**src/rtl/adc_frame_aligner.sv**
```systemverilog
// adc_frame_aligner: per-channel frame-word bitslip alignment with lock supervision
module adc_frame_aligner #(
  parameter int CH = 8,
  parameter int S = 8,
  parameter logic [7:0] FRAME_PATTERN = 8'hF0,
  parameter int MATCH_COUNT = 16,
  parameter int LOSS_COUNT = 4,
  parameter int SETTLE = 4
) (
  input  logic            ref_clk,
  input  logic            ref_rst,
  input  logic            enable,
  input  logic            realign,
  input  logic            word_valid,
  input  logic [CH*S-1:0] frame_word,
  input  logic [CH*S-1:0] data_word,
  output logic [CH-1:0]   bitslip,
  output logic [CH-1:0]   aligned,
  output logic [CH-1:0]   align_err,
  output logic            all_aligned,
  output logic [CH*S-1:0] data_out,
  output logic            data_out_valid
);
  localparam int MW = $clog2(MATCH_COUNT + 1);
  localparam int LW = $clog2(LOSS_COUNT + 1);
  localparam int SW = $clog2(S + 1);
  localparam int TW = $clog2(SETTLE + 1);
  localparam logic [S-1:0] FP = FRAME_PATTERN[S-1:0];
  typedef enum logic [2:0] {IDLE, CHECK, SLIP, WAIT, LOCKED, FAIL} state_t;
  logic [CH-1:0] slip_n, lock_n, err_n;
  for (genvar c = 0; c < CH; c++) begin : ch
    state_t st, nx;
    logic [MW-1:0] mc, mn;
    logic [LW-1:0] lc, ln;
    logic [SW-1:0] sc, sn;
    logic [TW-1:0] tc, tn;
    logic hit;
    assign hit = frame_word[c*S +: S] == FP;
    always_ff @(posedge ref_clk or posedge ref_rst)
      if (ref_rst) begin
        st <= IDLE;
        mc <= '0;
        lc <= '0;
        sc <= '0;
        tc <= '0;
      end else begin
        st <= nx;
        mc <= mn;
        lc <= ln;
        sc <= sn;
        tc <= tn;
      end
    always_comb begin
      nx = st;
      mn = mc;
      ln = lc;
      sn = sc;
      tn = tc;
      if (!enable || realign || st == IDLE) begin
        nx = enable ? CHECK : IDLE;
        mn = '0;
        ln = '0;
        sn = '0;
        tn = '0;
      end else
        case (st)
          CHECK: if (word_valid) begin
            mn = hit ? mc + MW'(1) : '0;
            if (hit && mn == MW'(MATCH_COUNT)) nx = LOCKED;
            else if (!hit) nx = sc == SW'(S - 1) ? FAIL : SLIP;
          end
          SLIP: begin
            sn = sc + SW'(1);
            tn = TW'(SETTLE);
            nx = WAIT;
          end
          WAIT: begin
            tn = tc - TW'(1);
            if (tc <= TW'(1)) begin
              nx = CHECK;
              tn = '0;
              mn = '0;
            end
          end
          LOCKED: if (word_valid) begin
            ln = hit ? '0 : lc + LW'(1);
            if (ln == LW'(LOSS_COUNT)) begin
              nx = CHECK;
              ln = '0;
              sn = '0;
              mn = '0;
            end
          end
          FAIL: nx = FAIL;
          default: nx = IDLE;
        endcase
    end
    assign slip_n[c] = nx == SLIP;
    assign lock_n[c] = nx == LOCKED;
    assign err_n[c] = nx == FAIL;
  end
  // status flags are registered from next state so they line up with the FSM
  always_ff @(posedge ref_clk or posedge ref_rst)
    if (ref_rst) begin
      bitslip <= '0;
      aligned <= '0;
      align_err <= '0;
      all_aligned <= 1'b0;
      data_out <= '0;
      data_out_valid <= 1'b0;
    end else begin
      bitslip <= slip_n;
      aligned <= lock_n;
      align_err <= err_n;
      all_aligned <= &lock_n;
      data_out_valid <= word_valid & all_aligned;
      if (word_valid) data_out <= data_word;
    end
endmodule

```
**config.mk**
```make
export PLATFORM = sky130hd
export DESIGN_NAME = adc_frame_aligner
export DESIGN_NICKNAME = d
export VERILOG_FILES = /design/src/rtl/adc_frame_aligner.sv
export SDC_FILE = /design/constraint.sdc
export NUM_CORES = 1
export LEC_CHECK = 0
export ABC_AREA = 1
export ABC_CLOCK_PERIOD_IN_PS = 15000
export BUFFER_PORTS_ARGS = -buffer_cell sky130_fd_sc_hd__buf_2
export CORE_ASPECT_RATIO = 0.75
export CORE_MARGIN = 5
export CORE_UTILIZATION = 45
export CTS_BUF_LIST = sky130_fd_sc_hd__clkbuf_16
export CTS_CLUSTER_SIZE = 16
export DETAILED_ROUTE_END_ITERATION = 6
export GPL_TIMING_DRIVEN = 0
export HOLD_SLACK_MARGIN = 0.08
export PLACE_DENSITY_LB_ADDON = 0.25
export SLEW_MARGIN = 20
export SYNTH_ARGS = -nofsm -noshare
export SYNTH_HDL_FRONTEND = slang
export SYNTH_SLANG_ARGS = --single-unit
export TNS_END_PERCENT = 30
```
**constraint.sdc**
```tcl
create_clock -name ref_clk -period 15 [get_ports ref_clk]
set_input_delay 1.5 -clock ref_clk [delete_from_list [all_inputs] [get_ports ref_clk]]
set_output_delay 1.5 -clock ref_clk [all_outputs]
set_load 0.02 [all_outputs]
```
; ---- Word level (Yosys, flattened, before mapping)
; Cells that the tools add are included.
; Widths: inputs -> output; s select.
[totals]
reg_bits = 234
in_bits = 133
out_inout_bits = 90
wordCells = 531
[classes]
add_sub_neg = 32
order_cmp = 8
eq_ne = 128
mux = 225
n_bitwise = 1
n_reduce_logical = 91
[ops]
columns = operator, count
row1 = $mux 3, 120
row2 = $mux 5, 48
row3 = $eq 3x3->1 const B, 40
row4 = $pmux 3 s5, 8
row5 = $pmux 5 s3, 8
row6 = $mux 4, 24
row7 = $ne 3x3->1 const B, 32
row8 = $eq 3x2->1 const B, 24
row9 = $eq 8x8->1 const B, 8
row10 = $pmux 4 s2, 8
row11 = $pmux 3 s2, 8
row12 = $reduce_bool 3->1, 16
row13 = $add 5x1->5 const B, 8
row14 = $eq 5x5->1 const B, 8
row15 = $reduce_and 5->1, 8
row16 = $add 4x1->4 const B, 8
row17 = $eq 4x3->1 const B, 8
row18 = $reduce_bool 2->1, 16
row19 = $reduce_bool 4->1, 8
row20 = $add 3x1->3 const B, 8
row21 = $eq 3x1->1 const B, 8
row22 = $le 3x1->1 const B, 8
row23 = $logic_not 3->1, 8
row24 = $reduce_and 3->1, 8
row25 = 8 further kinds, 37

; ---- Depth between registers and ports, before layout
; Gate-level depths: netlist of run 1.
[depth]
depth_word = 10
depth_mapped = 17
depth_no_buf = 17

; ---- Worst setup path after synthesis of run 1
; OpenSTA, ideal clock, no wires.
[synth_path]
path_type = input to register
from = in frame_word[21]
to = reg ch[2].sc[2]
arrival_ns = 2.668
t_required_ns = 14.878
slack_ns = 12.210
cell_stages = 13
path_buffers = 0
path_cell_list = nand2_1 > nor2_4 > nor2b_4 > nor2_1 > nand2_1 > nor2_2 > nor3_2 > nor2_2 > nor2_2 > inv_2 > nand2_1 > xor2_1 > nor2_1
[synth_via]
elab_chain_len = 5
[synth_rtl]
columns = element, line_no
row1 = start: declaration, 15  ; input logic [CH*S-1:0] frame_word,
row2 = $eq 8x8->1, 38  ; assign hit = frame_word[c*S +: S] == FP;
row3 = $mux 3, 86  ; ln = hit ? '0 : lc + LW'(1);
row4 = $eq 3x3->1, 87  ; if (ln == LW'(LOSS_COUNT)) begin
row5 = $ne 3x3->1 (no line), -
row6 = $reduce_and 3->1 (no line), -
row7 = end signal: assignment, 50  ; sc <= sn;
row8 = end: declaration, 35  ; logic [SW-1:0] sc, sn;
; Every way passes these cells.
; A chain may end at the register's enable or synchronous reset.

==> results.json, run 1 <==
{
  "fp-row-count": 54,
  "max_clock_freq_ghz": 0.338,
  "overflow": 0,
  "multiInputGateArea_mm2": 0.00639,
  "finalHoldViolCount": 0,
  "start_util_pct": 45.6,
  "arrival_ns": 3.43,
  "final_cell_mix": "486 x nand2_1, 234 x dfrtp_1, 230 x buf_2, 194 x inv_1, 118 x nor2_1",
  "port_buffers": 220,
  "final_layout_size_suffix_gt1_share_pct": 23.1,
  "die_w_um": 208,
  "clockBufferDepth": 3,
  "syn_area_per_cell_um2": 8.00,
  "fin_ws_ns": 12.04,
  "worstHoldPathCells": 2,
  "chipHeight_um": 159,
  "vias": 11545,
  "synth_edf_count": 0,
  "reg2reg_from": "ch[4].mc[0]",
  "cts_hold_buf": 0,
  "regArea_mm2": 0.00586,
  "drt-initial-drc-count": 722,
  "hold_path.class": "reg2reg",
  "peakVddDrop_v": 0.0000825,
  "worst-path-max-fanout": 10,
  "synth_ff_type": "dfrtp_1",
  "post_drt_via_cell_ratio": 4.97,
  "period_needed_ns": 2.96,
  "drcViolationCount": 0,
  "cts_buffers": 26,
  "post-route-period-util_pct": 19.8,
  "required_ns": 15.47,
  "cp-start-kind": "input port",
  "grt_use_total_pct": 19.4,
  "syn_nets": 1835,
  "clkLatencyLatePin_ns": 0.53,
  "finalNetCount": 2085,
  "grt_first_pass_wirelength_um": 54800,
  "nFillCells": 2772,
  "dr.pass1.iters": 5,
  "rr_worst_depth": 15,
  "post-dp-hpwl_um": 24400,
  "final_common_cell": "nand2_1",
  "wl_per_cell_um": 14.2,
  "cts_setup_buffers": 0,
  "setup.worst_path.end_class": "register",
  "synth_seq_area_share_pct": 44.1,
  "skew_ns": 0.00932,
  "core_mm2": 0.0291,
  "die_area_mm2": 0.0331,
  "cts_root_buf": "clkbuf_16",
  "postRouteAntennaNets": 0,
  "cts.sinks": 234,
  "grt_antenna_before_repair": 0,
  "crit_type": "in2reg",
  "grt_pass1_vias": 10964,
  "powerDensity_mw_per_mm2": 94.9,
  "max_cap_violations": 0,
  "synthCells": 1660,
  "pre_cts_slack_ns": 11.47,
  "final_util_pct": 54.4,
  "yosys_warnings": 0,
  "dp_cells": 2274,
  "clkTransAtPathRegs_ns": 0.06,
  "p_leak_nw": 7.95,
  "async_reset_ff_share_pct": 100,
  "final_cells": 2322,
  "totalNegativeSetupSlack_ns": 0,
  "n_antenna_cell": 0,
  "ys_ff_latch": 234,
  "worst_slew_pin_slew_ns": 0.852,
  "synth_cell_types": 68,
  "gp_congestion": 0.890,
  "netlist_area_mm2": 0.0133,
  "tritoncts": "done",
  "slew_headroom_pct": 43.2,
  "hp-start": "data_out[58]",
  "drt_wl_total_um": 32900,
  "rsz0062_at_grt": "false",
  "maxSlewViolCount": 0,
  "area_delta_synth_final_pct": 19.3,
  "cts_max_level": 1,
  "cp-startpoint": "word_valid",
  "grt_max_degree": 101,
  "setup_viol": 0,
  "cts_resized": 0,
  "outcome": "complete, no violations",
  "io_pins": 223
}
kinds of logic after synthesis:
logic type / after synthesis / synth area share, %
flops: 234 / 44.1
fa+ha+maj: 42 / 3.95
simple gates: 852 / 29.5
mux: 1 / 0.0753
compound gates: 256 / 13.4
buf+inv: 257 / 7.86
xor+xnor: 18 / 1.19
sequential cells by signal, indices dropped and copies added, names as in the netlist:
name and count:
all_aligned 1, align_err 8, data_out 64, ch.mc 40, ch.lc 24, ch.sc 32
ch.st 24, ch.tc 24, data_out_valid 1, aligned 8, bitslip 8
routing by layer:
| metal | vias to the layer above | wire length (µm) | track usage, % |
|---|---|---|---|
| li1 | 5950 | - | - |
| met4 | 0 | 815 | 4.86 |
| met2 | 232 | 15300 | 31.4 |
| met5 | - | 0 | 0 |
| met3 | 64 | 1570 | 3.29 |
| met1 | 5299 | 15300 | 27.3 |
power by group:
group          total, mW  switching (mW)  internal, mW
sequential         0.664          0.0129         0.651
combinational      0.162           0.110        0.0518
clock              0.677           0.265         0.412
through the flow:
stage / hold WS [ns] / total power [mW] / instance area, µm²
after floorplan: 0.434 / 0.775 / 13300
after global placement: 0.450 / 0.835 / 14900
after detailed placement: 0.453 / 0.839 / 14900
after CTS: 0.468 / 1.52 / 15800
after global routing: 0.483 / 1.57 / 15800
final: 0.464 / 1.50 / 15800
path summary, 6_finish.rpt:
kind	to	slack [ns]
worst max-delay path	data_out[39]	12.04
max in group asynchronous	ch[2].mc[2]	13.13
worst min-delay path	data_out[58]	0.46
worst max register to register	all_aligned	12.81
worst min register to register	data_out[58]	0.46
min in group asynchronous	data_out[50]	1.02
worst max-delay path, stage by stage:
cell     delay [ns]
buf_4          0.17
inv_2          0.08
buf_6          0.19
buf_4          0.24
buf_2          0.32
buf_2          0.45
buf_2          0.31
nand2_1        0.08
nand2_1        0.06
Yosys cell counts, types with 10 or more instances:
library cell  instances  area share (%)
nand2_1             486              14
dfrtp_1             234              44
inv_1               192             5.4
nor2_1              118             3.3
nand3_1              94             3.5
o21ai_0              60             2.3
ha_1                 42             4.0
nand4_1              40             1.9
o21ai_1              37             1.4
a21oi_1              34             1.3
nor2_2               32             1.5
inv_2                31            0.88
o22ai_1              25             1.2
o31ai_1              17            0.96
nand2_2              16            0.75
a21oi_2              15            0.99
nor3_1               14            0.53
nor2_4               13             1.1
o21bai_1             11            0.62
xnor2_1              11            0.73
buf_2                10            0.38
area by class of cell:
class	instances	area share (%)
tap	392	3.09
clock inverter	21	1.45
multi-input combinational	1169	40.3
clock buffer	27	4.26
timing repair buffer	222	7.30
buffer	29	1.18
inverter	228	5.46
sequential	234	36.9
Note: power is estimated with default switching activity, not from simulation.
==> run 2, diff against run 1 <==
--- a/config.mk
+++ b/config.mk
@@ -6,7 +6,7 @@
 export NUM_CORES = 1
 export LEC_CHECK = 0
 export ABC_AREA = 1
-export ABC_CLOCK_PERIOD_IN_PS = 15000
+export ABC_CLOCK_PERIOD_IN_PS = 2500
 export BUFFER_PORTS_ARGS = -buffer_cell sky130_fd_sc_hd__buf_2
 export CORE_ASPECT_RATIO = 0.75
 export CORE_MARGIN = 5
==> constraint.sdc (replaced) <==
create_clock -name ref_clk -period 2.5 [get_ports ref_clk]
set_input_delay 0.25 -clock ref_clk [delete_from_list [all_inputs] [get_ports ref_clk]]
set_output_delay 0.25 -clock ref_clk [all_outputs]
set_load 0.02 [all_outputs]
==> run 2 against run 1 <==
Global-route usage up 1.1 points. Critical path depth up 5. Register-to-register slack worse by 12 ns. Largest power group is now registers. Count of clock-buffer cells in the layout unchanged. Die area unchanged.
==> results.json, run 2 (synthesized netlist as in run 1, its figures left out) <==
{
  "slew_headroom_pct": 42.8,
  "final_cell_mix": "486 x nand2_1, 234 x dfrtp_1, 230 x buf_2, 193 x inv_1, 118 x nor2_1",
  "overflow": 0,
  "tritoncts": "done",
  "maxSlewViolCount": 0,
  "chipHeight_um": 159,
  "final_util_pct": 56.7,
  "finalHoldViolCount": 0,
  "cpMaxStageDelayCell": "dfrtp_1",
  "setup.worst_path.end_class": "register",
  "die_w_um": 208,
  "grt_first_pass_wirelength_um": 57600,
  "cts_buffers": 26,
  "path_cells": "ha_1 > xnor2_1 > nor2_1 > nor2_1 > nand2_1 > nand2_1 > nand2_1 > nand2_1 > nand2_1 > nand2_1 > nand3_1 > nor2_1 > nand3_1 > nor2_1",
  "worst_slew_pin_slew_ns": 0.857,
  "hold_path.class": "in2reg",
  "fp-row-count": 54,
  "grt_use_total_pct": 20.5,
  "io_pins": 223,
  "worst-path-max-fanout": 5,
  "drt_wl_total_um": 34500,
  "port_buffers": 220,
  "clkTransAtPathRegs_ns": 0.06,
  "outcome": "complete, no violations",
  "rsz0062_at_grt": "false",
  "top_register": "data_out",
  "period_needed_ns": 2.17,
  "final_common_cell": "nand2_1",
  "max_cap_violations": 0,
  "gp_congestion": 0.905,
  "post_drt_via_cell_ratio": 5.04,
  "core_mm2": 0.0291,
  "cp-startpoint": "ch[4].mc[0]",
  "cts.sinks": 234,
  "max_clock_freq_ghz": 0.461,
  "post-route-period-util_pct": 86.8,
  "die_area_mm2": 0.0331,
  "area_delta_synth_final_pct": 24.2,
  "crit_type": "reg2reg",
  "final_layout_size_suffix_gt1_share_pct": 22.2,
  "grt_max_degree": 33,
  "skew_ns": 0.0149,
  "clockBufferDepth": 3,
  "slowest_delay_ns": 0.43,
  "cpLargestDelayFamily": "simple AND/OR/NAND/NOR gates",
  "clkLatencyLatePin_ns": 0.54,
  "finalNetCount": 2157,
  "drt-initial-drc-count": 705,
  "powerDensity_mw_per_mm2": 524,
  "cp-start-kind": "register",
  "setup_viol": 0,
  "start_util_pct": 45.6,
  "cts_setup_buffers": 0,
  "p_leak_nw": 8.22,
  "peakVddDrop_v": 0.000422,
  "required_ns": 2.97,
  "totalNegativeSetupSlack_ns": 0,
  "reg2reg_from": "ch[4].mc[0]",
  "cts_max_level": 1,
  "grt_pass1_vias": 11735,
  "dr.pass1.iters": 6,
  "final_cells": 2390,
  "drcViolationCount": 0,
  "postRouteAntennaNets": 0,
  "vias": 12049,
  "hp-start": "frame_word[16]",
  "p_total_mw": 8.64,
  "pre_cts_slack_ns": 0.216,
  "path_common_cell": "nand2_1",
  "arrival_ns": 2.64,
  "cts_root_buf": "clkbuf_16",
  "grt_antenna_before_repair": 1,
  "crit_buf_inv": 0,
  "largest_reg_flops": 64,
  "dp_cells": 2280,
  "wl_per_cell_um": 14.4,
  "fin_ws_ns": 0.331,
  "top_regs": "data_out: 64 flops, ch.mc: 40 flops, ch.sc: 32 flops",
  "post-dp-hpwl_um": 25000
}
run 2: repair_timing:
| action | CTS | global route |
|---|---|---|
| setup endpoints to repair | 0 | 0 |
| hold buffers | 66 | 0 |
| resized for setup | 0 | 0 |
| endpoints found under the hold margin | 134 | 0 |
run 2: cell type report:
class	count	area (µm²)
Clock buffer	27	676
Antenna cell	1	2.50
Clock inverter	16	100
Multi-Input combinational cell	1169	6390
Timing Repair Buffer	294	1940
Sequential cell	234	5860
Tap cell	392	490
Fill cell	2639	12600
Inverter	228	862
Buffer	29	186
run 2: final timing paths:
check                               to  cells after the start  slack [ns]
max reg2reg                all_aligned                     14        0.33
max                        all_aligned                     14        0.33
min                        ch[2].mc[3]                      4        0.10
min reg2reg                data_out[1]                      2        0.46
min in group asynchronous  ch[7].st[2]                      3        0.27
max in group asynchronous  data_out[6]                      7        1.13
run 2: per-layer routing:
layer / track usage [%] / wire, µm / vias up / share of wire, %
met5: 0 / 0 / - / 0
met4: 5.79 / 908 / 0 / 2.6
met3: 3.69 / 1890 / 64 / 5.5
met2: 34.0 / 16300 / 292 / 47
met1: 27.6 / 15400 / 5624 / 45
li1: - / - / 6069 / -
run 2: worst reg2reg max path: cells and delay by family (launching register included):
family | cells | cell delay (ns)
flops | 1 | 0.43
fa+ha+maj | 1 | 0.27
simple gates | 12 | 1.14
xor+xnor | 1 | 0.26
run 2: where the power goes:
| part | internal (mW) | total [mW] | switching (mW) | leakage (nW) |
|---|---|---|---|---|
| Clock | 2.03 | 3.57 | 1.53 | 0.388 |
| Sequential | 3.91 | 3.99 | 0.0782 | 3.13 |
| Combinational | 0.397 | 1.08 | 0.687 | 4.70 |
run 2: metrics by stage:
step                      area [µm²]  hold slack [ns]
final                          16500            0.105
after global placement         14900            0.450
after CTS                      16500           0.0830
after detailed placement       15100            0.284
after floorplan                13300            0.367
after global routing           16500            0.108
==> run 3, diff against run 2 <==
--- a/config.mk
+++ b/config.mk
@@ -9,13 +9,14 @@
 export ABC_CLOCK_PERIOD_IN_PS = 2500
 export BUFFER_PORTS_ARGS = -buffer_cell sky130_fd_sc_hd__buf_2
 export CORE_ASPECT_RATIO = 0.75
-export CORE_MARGIN = 5
+export CORE_MARGIN = 1.5
 export CORE_UTILIZATION = 45
 export CTS_BUF_LIST = sky130_fd_sc_hd__clkbuf_16
 export CTS_CLUSTER_SIZE = 16
 export DETAILED_ROUTE_END_ITERATION = 6
 export GPL_TIMING_DRIVEN = 0
 export HOLD_SLACK_MARGIN = 0.08
+export MAX_ROUTING_LAYER = met4
 export PLACE_DENSITY_LB_ADDON = 0.25
 export SLEW_MARGIN = 20
 export SYNTH_ARGS = -nofsm -noshare
==> run 3 against run 2 <==
Sequential cell count unchanged. Cell count up 0.21%. Maximum frequency up 0.34%.
==> results.json, run 3 (synthesized netlist as in run 1, its figures left out) <==
{
  "outcome": "complete, no violations",
  "post-route-period-util_pct": 86.5,
  "grt_max_degree": 32,
  "clockBufferDepth": 3,
  "max_cap_violations": 0,
  "nFillCells": 2659,
  "slowest_delay_ns": 0.43,
  "area_delta_synth_final_pct": 25.1,
  "postRouteAntennaNets": 0,
  "final_common_cell": "nand2_1",
  "hold_slack_ns": 0.127,
  "tritoncts": "done",
  "grt_pass1_vias": 11323,
  "path_cells": "ha_1 > xnor2_1 > nor2_1 > nor2_1 > nand3_1 > nand2_1 > nand2_1 > a21oi_2 > nand3_2 > nor2_1 > nand3_1 > nor2_2",
  "regArea_mm2": 0.00586,
  "fp-row-count": 54,
  "setup_viol": 0,
  "totalNegativeSetupSlack_ns": 0,
  "path_common_cell": "nor2_1",
  "port_buffers": 220,
  "rsz0062_at_grt": "false",
  "largest_reg_flops": 64,
  "arrival_ns": 2.60,
  "n_antenna_cell": 0,
  "hold_path.class": "in2reg",
  "cpMaxStageDelayCell": "dfrtp_1",
  "final_util_pct": 57.2,
  "cts.sinks": 234,
  "cts_buffers": 26,
  "grt_first_pass_wirelength_um": 55800,
  "p_sw_mw": 2.31,
  "cp-start-kind": "register",
  "grt_util_met2_pct": 34.9,
  "crit_type": "reg2reg",
  "chipHeight_um": 152,
  "grtUsageMet1_pct": 31.7,
  "io_pins": 223,
  "final_layout_size_suffix_gt1_share_pct": 22.5,
  "multiInputGateArea_mm2": 0.00639,
  "dr.pass1.iters": 7,
  "overflow": 0,
  "core_mm2": 0.0291,
  "setup.worst_path.end_class": "register",
  "max_clock_freq_ghz": 0.463,
  "drt-initial-drc-count": 722,
  "die_area_mm2": 0.0306,
  "clkLatencyLatePin_ns": 0.53,
  "seqPwrFrac_pct": 44.4,
  "powerDensity_mw_per_mm2": 540,
  "final_cell_mix": "486 x nand2_1, 234 x dfrtp_1, 230 x buf_2, 196 x inv_1, 117 x nor2_1",
  "worst-path-max-fanout": 5,
  "peakVddDrop_v": 0.000474,
  "cts_root_buf": "clkbuf_16",
  "swShare_pct": 25.8,
  "skew_ns": 0.0138,
  "post-dp-hpwl_um": 24100,
  "required_ns": 2.94,
  "grt_antenna_before_repair": 0,
  "dp_cells": 2281,
  "drt_wl_total_um": 33100,
  "worst_slew_pin_slew_ns": 0.877,
  "finalNetCount": 2158,
  "top_register": "data_out",
  "maxSlewViolCount": 0,
  "vias": 11976,
  "die_w_um": 201,
  "grt_use_total_pct": 22.5,
  "wl_per_cell_um": 13.8,
  "clkTransAtPathRegs_ns": 0.06,
  "drcViolationCount": 0,
  "clockPowerShare_pct": 43.5,
  "post_drt_via_cell_ratio": 5.00,
  "start_util_pct": 45.7,
  "internal_power_mw": 6.67,
  "cts_setup_buffers": 0,
  "finalHoldViolCount": 0,
  "top_regs": "data_out: 64 flops, ch.mc: 40 flops, ch.sc: 32 flops",
  "gr-usage-met3_pct": 2.51,
  "slew_headroom_pct": 41.6,
  "grt.busiest_layer": "met2",
  "final_cells": 2395,
  "gp_congestion": 0.899,
  "period_needed_ns": 2.16,
  "p_leak_nw": 8.29,
  "cts_max_level": 1,
  "p_comb_share_pct": 12.0
}
## run 3: changes by cell type in the layout (fill, tap and decap cells not counted), sizes merged
cell,delta
buf,+1
inv,+3
bufinv,+3
clkinv,-1
diode,-1
## run 3: layout make-up
class                      instances  share of cell area [%]
timing repair buffer             295                    11.8
inverter                         228                    5.19
buffer                            29                    1.12
multi-input combinational       1169                    38.5
clock inverter                    21                    1.17
sequential                       234                    35.2
clock buffer                      27                    4.07
tap                              392                    2.95
## run 3: path summary, 6_finish.rpt
kind	slack (ns)	from	endpoint	depth (start not counted)
hold / removal	0.13	frame_word[16]	ch[2].mc[3]	4
setup / recovery	0.34	ch[4].mc[0]	all_aligned	12
max in group asynchronous	0.95	ref_rst	data_out[37]	8
hold reg to reg	0.46	all_aligned	data_out_valid	2
setup reg to reg	0.34	ch[4].mc[0]	all_aligned	12
min in group asynchronous	0.26	ref_rst	align_err[7]	3
## run 3: per-stage QoR
stage / instance area, µm² / setup WS, ns / total power, mW
2_1_floorplan: 13300 / -0.814 / 4.65
3_3_place_gp: 14900 / -2.38 / 5.00
3_5_place_dp: 15100 / 0.183 / 5.06
4_1_cts: 16600 / 0.153 / 9.09
5_1_grt: 16600 / 0.0315 / 9.37
6_report: 16600 / 0.338 / 8.98
## run 3: per-layer routing
layer | part of all wire, % | vias to the layer above
met1 | 48 | 5562
met3 | 4.2 | 62
li1 | - | 6092
met5 | 0 | -
met2 | 45 | 260
met4 | 2.4 | 0
## run 3: repair_timing
item,4_1_cts,5_1_grt
resized for setup,0,2
hold buffers,66,0
setup endpoints to repair,0,1
endpoints found under the hold margin,135,0
## run 3: power groups by stage
stage | Combinational [mW] | Clock, mW | Sequential (mW)
after floorplan | 0.487 | 0 | 4.17
after global placement | 0.950 | 0 | 4.05
after detailed placement | 1.00 | 0 | 4.05
after CTS | 1.09 | 4.02 | 3.99
after global routing | 1.19 | 4.17 | 4.00
final | 1.08 | 3.91 | 3.99
## run 3: worst max-delay path: cells and delay by family, from the launching register on
kind	cells	cell delay, ns
AO/OA/AOI/OAI	1	0.19
flip-flops	1	0.43
AND/OR/NAND/NOR	9	0.96
adder cells (fa/ha/maj)	1	0.27
XOR/XNOR	1	0.24
